## src/rtl/cpu55_mem_pkg.sv

```systemverilog
// cpu55_mem_pkg: size, exception and LSU state encodings shared by the data_ram wrappers
package cpu55_mem_pkg;
  typedef enum logic [1:0] {SZ_BYTE, SZ_HALF, SZ_WORD, SZ_ILL} size_e;
  typedef enum logic [1:0] {EXC_NONE, EXC_ALIGN, EXC_RANGE, EXC_SIZE} exc_e;
  typedef enum logic [1:0] {IDLE, ACCESS, CAPTURE, RESP} state_e;
endpackage

```

## src/rtl/load_store_unit_if.sv

```systemverilog
// load_store_unit_if: EX->LSU request and LSU->WB response handshakes
interface load_store_unit_if;
  logic        req_valid;
  logic        req_ready;
  logic        req_we;
  logic [1:0]  req_size;
  logic        req_unsigned;
  logic [31:0] req_addr;
  logic [31:0] req_wdata;
  logic [4:0]  req_rd;
  logic        rsp_valid;
  logic        rsp_ready;
  logic [31:0] rsp_rdata;
  logic [4:0]  rsp_rd;
  logic        rsp_load;
  logic [1:0]  rsp_exc;
  logic [31:0] rsp_addr;
  modport master (
    output req_valid, req_we, req_size, req_unsigned, req_addr, req_wdata, req_rd, rsp_ready,
    input  req_ready, rsp_valid, rsp_rdata, rsp_rd, rsp_load, rsp_exc, rsp_addr
  );
  modport slave (
    input  req_valid, req_we, req_size, req_unsigned, req_addr, req_wdata, req_rd, rsp_ready,
    output req_ready, rsp_valid, rsp_rdata, rsp_rd, rsp_load, rsp_exc, rsp_addr
  );
endinterface

```

## src/rtl/lsu_addr_check.sv

```systemverilog
// lsu_addr_check: prioritised size/alignment/range check of a memory access
module lsu_addr_check
  import cpu55_mem_pkg::*;
#(
  parameter int ADDR_WIDTH = 11
) (
  input  logic [1:0]  size,
  input  logic [31:0] addr,
  output exc_e        exc
);
  always_comb
    exc = size == SZ_ILL ? EXC_SIZE :
          (size == SZ_HALF && addr[0]) || (size == SZ_WORD && addr[1:0] != 2'b00) ? EXC_ALIGN :
          (addr >> ADDR_WIDTH) != 32'd0 ? EXC_RANGE : EXC_NONE;
endmodule

```

## src/rtl/load_store_unit.sv

```systemverilog
// load_store_unit: single-outstanding memory-stage load/store unit driving data_ram
module load_store_unit
  import cpu55_mem_pkg::*;
#(
  parameter int ADDR_WIDTH = 11
) (
  input  logic                  clk,
  input  logic                  rst_n,
  load_store_unit_if.slave      bus,
  output logic                  ram_ena,
  output logic                  wena,
  output logic                  w,
  output logic                  h,
  output logic                  b,
  output logic                  z,
  output logic [ADDR_WIDTH-1:0] addr,
  output logic [31:0]           data_in,
  input  logic [31:0]           ram_rdata,
  input  logic                  ram_aerr
);
  state_e state;
  exc_e   chk_exc;
  lsu_addr_check #(.ADDR_WIDTH(ADDR_WIDTH)) u_chk (
    .size(bus.req_size),
    .addr(bus.req_addr),
    .exc (chk_exc)
  );
  // RAM controls are flops with async clear so reset kills an in-progress store before its edge
  always_ff @(posedge clk or negedge rst_n) begin
    if (!rst_n) begin
      state         <= IDLE;
      bus.req_ready <= 1'b1;
      bus.rsp_valid <= 1'b0;
      bus.rsp_rdata <= '0;
      bus.rsp_rd    <= '0;
      bus.rsp_load  <= 1'b0;
      bus.rsp_exc   <= EXC_NONE;
      bus.rsp_addr  <= '0;
      {ram_ena, wena, w, h, b, z} <= '0;
      addr          <= '0;
      data_in       <= '0;
    end else begin
      case (state)
        IDLE: if (bus.req_valid) begin
          bus.req_ready <= 1'b0;
          bus.rsp_rd    <= bus.req_rd;
          bus.rsp_load  <= ~bus.req_we;
          bus.rsp_addr  <= bus.req_addr;
          bus.rsp_exc   <= chk_exc;
          bus.rsp_rdata <= '0;
          if (chk_exc != EXC_NONE) begin
            state         <= RESP;
            bus.rsp_valid <= 1'b1;
          end else begin
            state   <= ACCESS;
            ram_ena <= 1'b1;
            wena    <= bus.req_we;
            w       <= bus.req_size == SZ_WORD;
            h       <= bus.req_size == SZ_HALF;
            b       <= bus.req_size == SZ_BYTE;
            z       <= bus.req_unsigned;
            addr    <= bus.req_addr[ADDR_WIDTH-1:0];
            data_in <= bus.req_wdata;
          end
        end
        ACCESS: begin
          {ram_ena, wena, w, h, b, z} <= '0;
          addr          <= '0;
          data_in       <= '0;
          if (ram_aerr) bus.rsp_exc <= EXC_RANGE;
          state         <= wena ? RESP : CAPTURE;
          bus.rsp_valid <= wena;
        end
        CAPTURE: begin
          bus.rsp_rdata <= bus.rsp_exc == EXC_NONE ? ram_rdata : '0;
          bus.rsp_valid <= 1'b1;
          state         <= RESP;
        end
        RESP: if (bus.rsp_ready) begin
          bus.rsp_valid <= 1'b0;
          bus.req_ready <= 1'b1;
          state         <= IDLE;
        end
        default: state <= IDLE;
      endcase
    end
  end
endmodule

```

## src/flat_wrapper.sv

```systemverilog
// flat-port wrapper written by rule: the top's interface ports become plain ports
module load_store_unit_flat import cpu55_mem_pkg::*;
#(
  parameter int ADDR_WIDTH = 11
)
  (clk, rst_n, ram_ena, wena, w, h, b, z, addr, data_in, ram_rdata, ram_aerr, bus_req_valid, bus_req_we, bus_req_size, bus_req_unsigned, bus_req_addr, bus_req_wdata, bus_req_rd, bus_rsp_ready, bus_req_ready, bus_rsp_valid, bus_rsp_rdata, bus_rsp_rd, bus_rsp_load, bus_rsp_exc, bus_rsp_addr);
  load_store_unit_if bus_i ();
  input  logic clk;
  input  logic rst_n;
  output logic ram_ena;
  output logic wena;
  output logic w;
  output logic h;
  output logic b;
  output logic z;
  output logic [ADDR_WIDTH-1:0] addr;
  output logic [31:0] data_in;
  input  logic [31:0] ram_rdata;
  input  logic ram_aerr;
  input wire logic [$bits(bus_i.req_valid)-1:0] bus_req_valid;
  input wire logic [$bits(bus_i.req_we)-1:0] bus_req_we;
  input wire logic [$bits(bus_i.req_size)-1:0] bus_req_size;
  input wire logic [$bits(bus_i.req_unsigned)-1:0] bus_req_unsigned;
  input wire logic [$bits(bus_i.req_addr)-1:0] bus_req_addr;
  input wire logic [$bits(bus_i.req_wdata)-1:0] bus_req_wdata;
  input wire logic [$bits(bus_i.req_rd)-1:0] bus_req_rd;
  input wire logic [$bits(bus_i.rsp_ready)-1:0] bus_rsp_ready;
  output wire logic [$bits(bus_i.req_ready)-1:0] bus_req_ready;
  output wire logic [$bits(bus_i.rsp_valid)-1:0] bus_rsp_valid;
  output wire logic [$bits(bus_i.rsp_rdata)-1:0] bus_rsp_rdata;
  output wire logic [$bits(bus_i.rsp_rd)-1:0] bus_rsp_rd;
  output wire logic [$bits(bus_i.rsp_load)-1:0] bus_rsp_load;
  output wire logic [$bits(bus_i.rsp_exc)-1:0] bus_rsp_exc;
  output wire logic [$bits(bus_i.rsp_addr)-1:0] bus_rsp_addr;
  assign bus_i.req_valid = bus_req_valid;
  assign bus_i.req_we = bus_req_we;
  assign bus_i.req_size = bus_req_size;
  assign bus_i.req_unsigned = bus_req_unsigned;
  assign bus_i.req_addr = bus_req_addr;
  assign bus_i.req_wdata = bus_req_wdata;
  assign bus_i.req_rd = bus_req_rd;
  assign bus_i.rsp_ready = bus_rsp_ready;
  assign bus_req_ready = bus_i.req_ready;
  assign bus_rsp_valid = bus_i.rsp_valid;
  assign bus_rsp_rdata = bus_i.rsp_rdata;
  assign bus_rsp_rd = bus_i.rsp_rd;
  assign bus_rsp_load = bus_i.rsp_load;
  assign bus_rsp_exc = bus_i.rsp_exc;
  assign bus_rsp_addr = bus_i.rsp_addr;
  load_store_unit #(.ADDR_WIDTH(ADDR_WIDTH)) u_core (.clk(clk), .rst_n(rst_n), .bus(bus_i), .ram_ena(ram_ena), .wena(wena), .w(w), .h(h), .b(b), .z(z), .addr(addr), .data_in(data_in), .ram_rdata(ram_rdata), .ram_aerr(ram_aerr));
endmodule
```

## config.mk

```make
export PLATFORM = sky130hd
export DESIGN_NAME = load_store_unit_flat
export DESIGN_NICKNAME = d
export VERILOG_FILES = /design/src/rtl/cpu55_mem_pkg.sv /design/src/rtl/load_store_unit_if.sv /design/src/rtl/lsu_addr_check.sv /design/src/rtl/load_store_unit.sv /design/src/flat_wrapper.sv
export SDC_FILE = /design/constraint.sdc
export NUM_CORES = 1
export LEC_CHECK = 0
export ABC_AREA = 1
export CORE_ASPECT_RATIO = 0.9
export CORE_UTILIZATION = 39
export CTS_CLUSTER_DIAMETER = 60
export DETAILED_ROUTE_END_ITERATION = 12
export PLACE_DENSITY = 0.82
export REMOVE_ABC_BUFFERS = 1
export SYNTH_ARGS = -nofsm -noshare
export SYNTH_HDL_FRONTEND = slang
export SYNTH_SLANG_ARGS = --single-unit
```

## constraint.sdc

```tcl
create_clock -name clk -period 1.85 [get_ports clk]
set_clock_uncertainty 0.15 [all_clocks]
set_input_delay 0.185 -clock clk [delete_from_list [all_inputs] [get_ports clk]]
set_output_delay 0.185 -clock clk [all_outputs]
set_load 0.1 [all_outputs]
```

* Word-level counts from Yosys, hierarchy flattened
Cells that the tools add are included.
** Cells by class
- Equality and inequality tests :: 11
- Muxes and demuxes :: 45
- Bitwise logic cells :: 1
- Reduce and logical (&&, ||, !) cells :: 19
** Operators by type and width (count)
- 2-to-1 mux 32 bit :: 4
- case mux 32 bit (2 select lines) :: 2
- nonzero test 32 bit :: 1
- 2-to-1 mux 11 bit :: 2
- case mux 11 bit (2 select lines) :: 1
- 2-to-1 mux 1 bit :: 18
- 2-to-1 mux 2 bit :: 8
- case mux 1 bit (2 select lines) :: 7
- AND reduction 3 bit :: 4
- nonzero test 2 bit :: 5
- equality test 2 bit, second input constant :: 4
- inequality test 2 bit, second input constant :: 4
- case mux 2 bit (4 select lines) :: 1
- logical NOT 2 bit :: 3
- AND reduction 2 bit :: 3
- equality test 2 x 1 -> 1 bit, second input constant :: 2
- case mux 1 bit (4 select lines) :: 1
- case mux 2 bit (2 select lines) :: 1
- logical AND 1 bit :: 2
- inequality test 2 x 1 -> 1 bit, second input constant :: 1
- logical OR 1 bit :: 1
- inverter 1 bit :: 1
** Storage, ports and cells
- Register bits :: 125
- Input bits :: 110
- Logic and storage cells :: 92

* Longest topological paths before layout
Gate-level depths: netlist of the first run.
- Depth in word-level cells :: 9
- Depth in mapped cells :: 10
- Gate-level depth less buffers :: 9

* Modules after synthesis
Synthesis of the first run repeated with hierarchy kept, for this count alone.
** Second synthesis, totals
- Cells, all modules :: 692
- Area, all modules :: 5526.6 um^2
** Modules (own cells, without submodules)
- load_store_unit :: instances 1, cells an instance 664, area each 5412.7 um^2, seq. area each 3129.3 um^2
- lsu_addr_check :: instances 1, cells an instance 28, area each 113.9 um^2, seq. area each 0.0 um^2

* Least setup slack after synthesis of the first run
Ideal clock, no wire load.
- Path type :: register to register
- Start point :: register u_core.bus.rsp_exc[0]
- End point :: register u_core.bus.rsp_rdata[10]
- Library setup time :: 0.078 ns
- Arrival time :: 1.701 ns
- Slack :: -0.079 ns
- Stages on the path, launching flop included :: 5
- Path buffers :: 1
- Cells stage by stage :: dfrtp_1 -> nor3_1 -> clkbuf_1 -> nand2_1 -> a21oi_1
** On the way
- Cells in the longest elaborated chain, start to end :: 3
** Ends and longest elaborated chain
- start, declared :: RTL line load_store_unit_if.sv:24 : output req_ready, rsp_valid, rsp_rdata, rsp_rd, rsp_load, rsp_exc, rsp_addr
- start signal, assigned :: RTL line load_store_unit.sv:49 : bus.rsp_exc <= chk_exc;
- logical NOT 2 bit :: RTL line load_store_unit.sv:75 : bus.rsp_rdata <= bus.rsp_exc == EXC_NONE ? ram_rdata : '0;
- 2-to-1 mux 32 bit :: RTL line load_store_unit.sv:75
- case mux 32 bit (2 select lines) :: RTL line load_store_unit.sv:43 : case (state)
- end signal, assigned :: RTL line load_store_unit.sv:75
- end, declared :: RTL line load_store_unit_if.sv:24
Every way passes these cells.
A chain may end at the register's enable or synchronous reset.

* Final worst setup path of the first run
- Start point :: register u_core.state[0]
- End point :: register u_core.state[1]
** On the way
- Cells in the longest elaborated chain, start to end :: 3
- Elaborated cells on any way between the ends :: 8
- Those cells by class :: eq/ne (5); mux (1); reduce/logical (2)
** Ends and longest elaborated chain
- start, declared :: RTL line load_store_unit.sv:21 : state_e state;
- start signal, assigned :: RTL line load_store_unit.sv:71 : state <= wena ? RESP : CAPTURE;
- equality test 2 bit or logical NOT 2 bit (tied branches) :: RTL line load_store_unit.sv:43
- inequality test 2 bit (no line)
- AND reduction 2 bit (no line)
Parallel ways exist; a longest one is shown, timed or not.

==> results of run 1 <==
## critical path: cells and delay by family, from the launching register on
family | cells | cell delay [ns]
simple gates | 4 | 0.59
flops | 1 | 0.41
fa+ha+maj | 1 | 0.19
buf+inv | 3 | 0.28
## per-stage QoR
stage | setup WS [ns] | instances
after global placement | -0.05362 | 1015
after global routing | 0.03479 | 1051
final | 0.1145 | 1051
after detailed placement | -0.07663 | 1015
after floorplan | -2.365 | 563
after CTS | 0.01553 | 1048
## metal layers
layer	part of all wire, %	vias to the layer above
li1	-	2435
met5	0	-
met3	7.8	23
met4	1.7	0
met1	42	2395
met2	48	175
## repair_timing
item                                    CTS  global route
endpoints found under the setup margin   68            21
gates cloned                              0             1
setup buffers                             0             2
pin swaps                                 0             1
hold buffers                              1             0
hold endpoints to repair                 39             0
gates resized for setup                   2             3
## how the worst max path moves through the flow
stage | from | slack (ns) | cells after the start | to
after floorplan | u_core.state[0] | -2.36 | 7 | u_core.bus.rsp_exc[1]
after global placement | bus_req_addr[14] | -0.05 | 9 | u_core.data_in[22]
after detailed placement | bus_req_addr[16] | -0.08 | 9 | u_core.addr[0]
after CTS | u_core.state[0] | 0.02 | 8 | u_core.state[1]
after global routing | u_core.state[0] | 0.03 | 8 | u_core.bus.rsp_rdata[2]
final | u_core.state[0] | 0.11 | 8 | u_core.state[1]
## synth_stat cells
cell	instances
buf_1	2
ha_1	4
or2_2	2
nor2_4	3
o21ai_0	16
nand3_2	40
o21ai_2	3
inv_1	21
nand2_1	199
dfstp_2	1
nor2_1	43
nand3_4	1
nand4_1	2
inv_2	2
buf_4	4
clkbuf_1	15
buf_12	3
nand3_1	64
buf_6	3
dfrtp_1	124
nor2_2	1
nor3_1	1
a21oi_1	30
o22ai_1	1
nand2_2	2
a21oi_2	1
a21boi_0	1
a22o_1	1
buf_2	11
## flip-flops by register name, indices dropped and copies added (netlist names)
name / cells
u_core.bus.rsp_addr: 32
u_core.bus.rsp_rdata: 32
u_core.data_in: 32
u_core.addr: 11
u_core.bus.rsp_rd: 5
u_core.bus.rsp_exc: 2
u_core.state: 2
u_core.b: 1
u_core.bus.req_ready: 1
u_core.bus.rsp_load: 1
u_core.bus.rsp_valid: 1
u_core.h: 1
u_core.ram_ena: 1
u_core.w: 1
u_core.wena: 1
u_core.z: 1
## cell usage in the layout (no fill, tap or decap), types with 20 or more instances in the layout
cell type and instances:
a21oi_1 30, nor2_1 42, nand3_1 64, buf_4 113
dfrtp_1 124, nand2_1 198, inv_1 20, clkdlybuf4s50_1 108
buf_12 44, nand3_2 40
## cells by family after synthesis
family,after synthesis,synth area share (%)
AND/OR/NAND/NOR,358,31.30
flip-flops,125,56.64
buffers and inverters,61,5.956
AO/OA/AOI/OAI,53,5.209
adder cells (fa/ha/maj),4,0.9058
## layout make-up
| class | count | area [sq um] |
|---|---|---|
| fillers | 1052 | 4603 |
| flip-flops and latches | 125 | 3129 |
| repair buffers | 267 | 2845 |
| multi-input cells | 415 | 2117 |
| clock buffers | 21 | 450.4 |
| well taps | 189 | 236.5 |
| clock inverters | 11 | 95.09 |
| inverters | 23 | 86.33 |
==> run summary, run 1 <==
Status: complete, no violations
Die X: 127.5 microns
Critical R2R Capture: u_core.state[1]
Seq/Total Area, Yosys: 56.63%
H-tree levels: 4
Vias in the first global route: 4963
Core area: 13560 sq um
Ports: 233
Post-route setup TNS: 0 ns
Drt wl/cell: 14.76 microns
Ys Warns: 0
Via Count: 5028
Crit path max fanout: 5
I/O Buffers: 232
CP required: 2.00 ns
Setup violators final: 0
Bufs on Longest Clock Path: 2
Area growth from synthesis to layout: 62.16%
Final hold vios: 0
Post-synth top area share: 56.16%
Register bit total from synthesis: 125
Area after DPL: 8332 sq um
Worst skew pair latency: 0.41 ns
Post-layout net count: 963
CP peak stage delay: 0.41 ns
CP arrival: 1.88 ns
Largest area contributor in the netlist: dfrtp_1
Via density: 4.784
Initial Utilization: 40.74%
Final Max Slew Viols: 0
Post-Synthesis Cell Area: 5525 sq um
Drc violations: 0
Standard-cell rows: 40
Min cycle time layout: 1.735 ns
Met3 Use GR: 7.725%
GRT busiest layer: met2
GR met2 Demand/Resource: 36.28%
Area contributors post-synth: dfrtp_1 (56%), nand2_1 (14%), nand3_2 (7.2%)
Clk pin slew, worst setup/hold paths: 0.06 ns
Die height: 114.9 microns
CTS Buf Count: 17
Number of diodes: 0
Die area: 14650 sq um
DP Wirelength: 10950 microns
GRT Util Overall: 22.19%
Cells on worst reg2reg path: 8
Grt ovf: 0
Final hold slack: 0.1396 ns
Antenna Nets Post-Route: 0
Crit path cell chain: inv_2, ha_4, inv_1, or2_2, nand2_1, inv_1, nand3_1, nand2_1
Worst slew margin: 65.03%
Yosys cell types: 29
Final Cell Area: 8960 sq um
Routing usage on met1: 27.24%
Final core utilization: 66.06%
RSZ-0062 raised after global routing: no
Share of layout cells above drive strength 1: 28.89%
Worst slew pin tran: 0.5245 ns
Initial antenna violation count: 0
CTS tree: yes
TritonCTS Sinks: 125
Max_cap viols: 0
First-pass GRT wire length: 25060 microns
Crit Path Category: reg2reg
Syn_area_per_cell: 9.194 sq um
Hold Crit Class: in2async
First DRT Iteration DRCs: 192
Reg2reg start: u_core.state[0]
Setup crit start kind: flop
WL final: 15510 microns
Tcrit/Tclk final: 93.81%
Root Driver: clkbuf_16
Reg2Reg Setup Slack: 0.11 ns
Syn Inst Count: 601
RD Place Congestion: 0.7929
Critical Path End Type: flop
Fmax: 576.2 MHz
Largest net degree at the start of global routing: 44
First drt pass iteration count: 5
Slowest cell on the critical path: dfrtp_1
Power of run 1 is left out: the tool's default activity adds up to more than one toggle a clock period on the data nets, which glitch-free logic cannot reach.
==> run 2: changes to the inputs <==
RECOVER_POWER = 50   (was unset)
==> run 2 against run 1 <==
Against the previous run: fmax rose by 0.25%; hold slack improved by 0.0065 ns; cell area fell by 5.1%; register-to-register slack barely moved; first-iteration DRC count fell by 2.6%.
==> run summary, run 2 (synthesis results as in run 1) <==
First DRT Iteration DRCs: 187 (-2.6%)
Area growth from synthesis to layout: 53.92%
Ports: 233 (unchanged)
Root Driver: clkbuf_16
Setup violators final: 0 (unchanged)
Most frequent cells in the layout: nand2_1 (198), dfrtp_1 (124), clkdlybuf4s50_1 (108)
Via Count: 5000 (-0.56%)
H-tree levels: 4 (unchanged)
RD Place Congestion: 0.7929 (unchanged)
TritonCTS Sinks: 125 (unchanged)
Worst slew margin: 32.70% (-32 points)
Largest net degree at the start of global routing: 44 (unchanged)
Top Family by Delay on Critical Path: simple AND/OR/NAND/NOR gates
Drt wl/cell: 14.81 microns (+0.36%)
Bufs on Longest Clock Path: 2 (unchanged)
Largest regs: u_core.bus.rsp_addr (32), u_core.bus.rsp_rdata (32), u_core.data_in (32)
Critical Path End Type: flop
Min cycle time layout: 1.731 ns (-0.004269 ns)
Initial antenna violation count: 0 (unchanged)
Crit path max fanout: 5 (unchanged)
I/O Buffers: 232 (unchanged)
CTS Buf Count: 17 (unchanged)
Worst slew pin tran: 1.010 ns (+0.4850 ns)
Setup crit start kind: flop
Post-layout net count: 963 (unchanged)
Tcrit/Tclk final: 93.58% (-0.23 points)
CP arrival: 1.88 ns (about the same)
CP peak stage delay: 0.41 ns (about the same)
Final hold vios: 0 (unchanged)
WL final: 15560 microns (+0.36%)
Die area: 14650 sq um (unchanged)
Standard-cell rows: 40 (unchanged)
First drt pass iteration count: 4 (-1)
Number of diodes: 0 (unchanged)
Crit path cell chain: inv_2, ha_4, inv_1, or2_2, nand2_1, inv_1, nand3_1, nand2_1
Status: complete, no violations
Final Max Slew Viols: 0 (unchanged)
# fillers: 1111 (+5.6%)
RSZ-0062 raised after global routing: no
CTS tree: yes
Hold Crit Class: in2reg
CP required: 2.00 ns (about the same)
First-pass GRT wire length: 25060 microns (unchanged)
Slowest cell on the critical path: dfrtp_1
Via density: 4.757 (-0.56%)
Max_cap viols: 0 (unchanged)
Die X: 127.5 microns (unchanged)
Worst skew pair latency: 0.41 ns (about the same)
Fmax: 577.6 MHz (+0.25%)
Initial Utilization: 40.74% (unchanged)
Die height: 114.9 microns (unchanged)
DP Wirelength: 10950 microns (unchanged)
Drc violations: 0 (unchanged)
Vias in the first global route: 4963 (unchanged)
Commonest non-fill, non-tap cell in the layout: nand2_1
Share of layout cells above drive strength 1: 28.89% (unchanged)
Grt ovf: 0 (unchanged)
Core area: 13560 sq um (unchanged)
Post-route setup TNS: 0 ns (unchanged)
Crit Path Category: reg2reg
CP Buf/Inv Count: 3 (unchanged)
GRT Util Overall: 22.19% (unchanged)
Antenna Nets Post-Route: 0 (unchanged)
Clk pin slew, worst setup/hold paths: 0.06 ns (about the same)
==> run 2: cell types whose count changed in the layout (fill, tap and decap cells not counted) <==
cell      previous run  this run
clkbuf_2             0        62
buf_4              113        75
buf_12              44        20
==> run 2: final timing paths <==
path / from / end / slack, ns / cells after the start
setup reg to reg: u_core.state[0] / u_core.state[1] / 0.12 / 8
min in group asynchronous: rst_n / u_core.bus.rsp_valid / 0.33 / 2
hold / removal: bus_req_rd[1] / u_core.bus.rsp_rd[1] / 0.15 / 3
hold reg to reg: u_core.bus.rsp_rd[3] / u_core.bus.rsp_rd[3] / 0.33 / 2
max in group asynchronous: rst_n / u_core.data_in[10] / 0.52 / 3
setup / recovery: u_core.state[0] / u_core.state[1] / 0.12 / 8
==> run 2: cell type report <==
type                            instances  area, sq um  area share, %
Timing Repair Buffer                  267         2390          28.10
Inverter                               23        86.33          1.015
Tap cell                              189        236.5          2.781
Clock buffer                           21        450.4          5.296
Sequential cell                       125         3129          36.80
Clock inverter                         11        95.09          1.118
Multi-Input combinational cell        415         2117          24.89
==> run 2: metal layers <==
metal  routed length, microns  global-route usage (%)  part of all wire (%)
met5                        0                       0                     0
met4                      303                   8.254                   1.9
met3                     1195                   7.725                   7.7
met2                     7373                   36.28                    47
met1                     6692                   27.24                    43
==> run 2: through the flow <==
| stage | instance area (sq um) | utilization [%] | setup slack [ns] | hold WS [ns] | cells |
|---|---|---|---|---|---|
| finish | 8504 | 62.70 | 0.1188 | 0.1461 | 1051 |
| global route | 8504 | 62.70 | 0.03479 | 0.1592 | 1051 |
| CTS | 8895 | 65.58 | 0.01553 | 0.1340 | 1048 |
| detailed placement | 8332 | 61.43 | -0.07663 | 0.05146 | 1015 |
| global placement | 8332 | 61.43 | -0.05362 | 0.04253 | 1015 |
| floorplan | 5283 | - | -2.365 | -0.2606 | 563 |
==> run 2: worst min-delay path, cell delays in order <==
cell and delay, ns:
clkdlybuf4s50_1 0.39, nand2_1 0.06, nand2_1 0.04
==> run 2: what timing repair did <==
| item | 4_1_cts | 5_1_grt |
|---|---|---|
| resized for setup | 2 | 3 |
| setup endpoints to repair | 68 | 21 |
| gates cloned | 0 | 1 |
| hold buffers | 1 | 0 |
| pin swaps | 0 | 1 |
| setup buffers | 0 | 2 |
| hold endpoints to repair | 39 | 0 |
Power of run 2 is left out for the same reason.
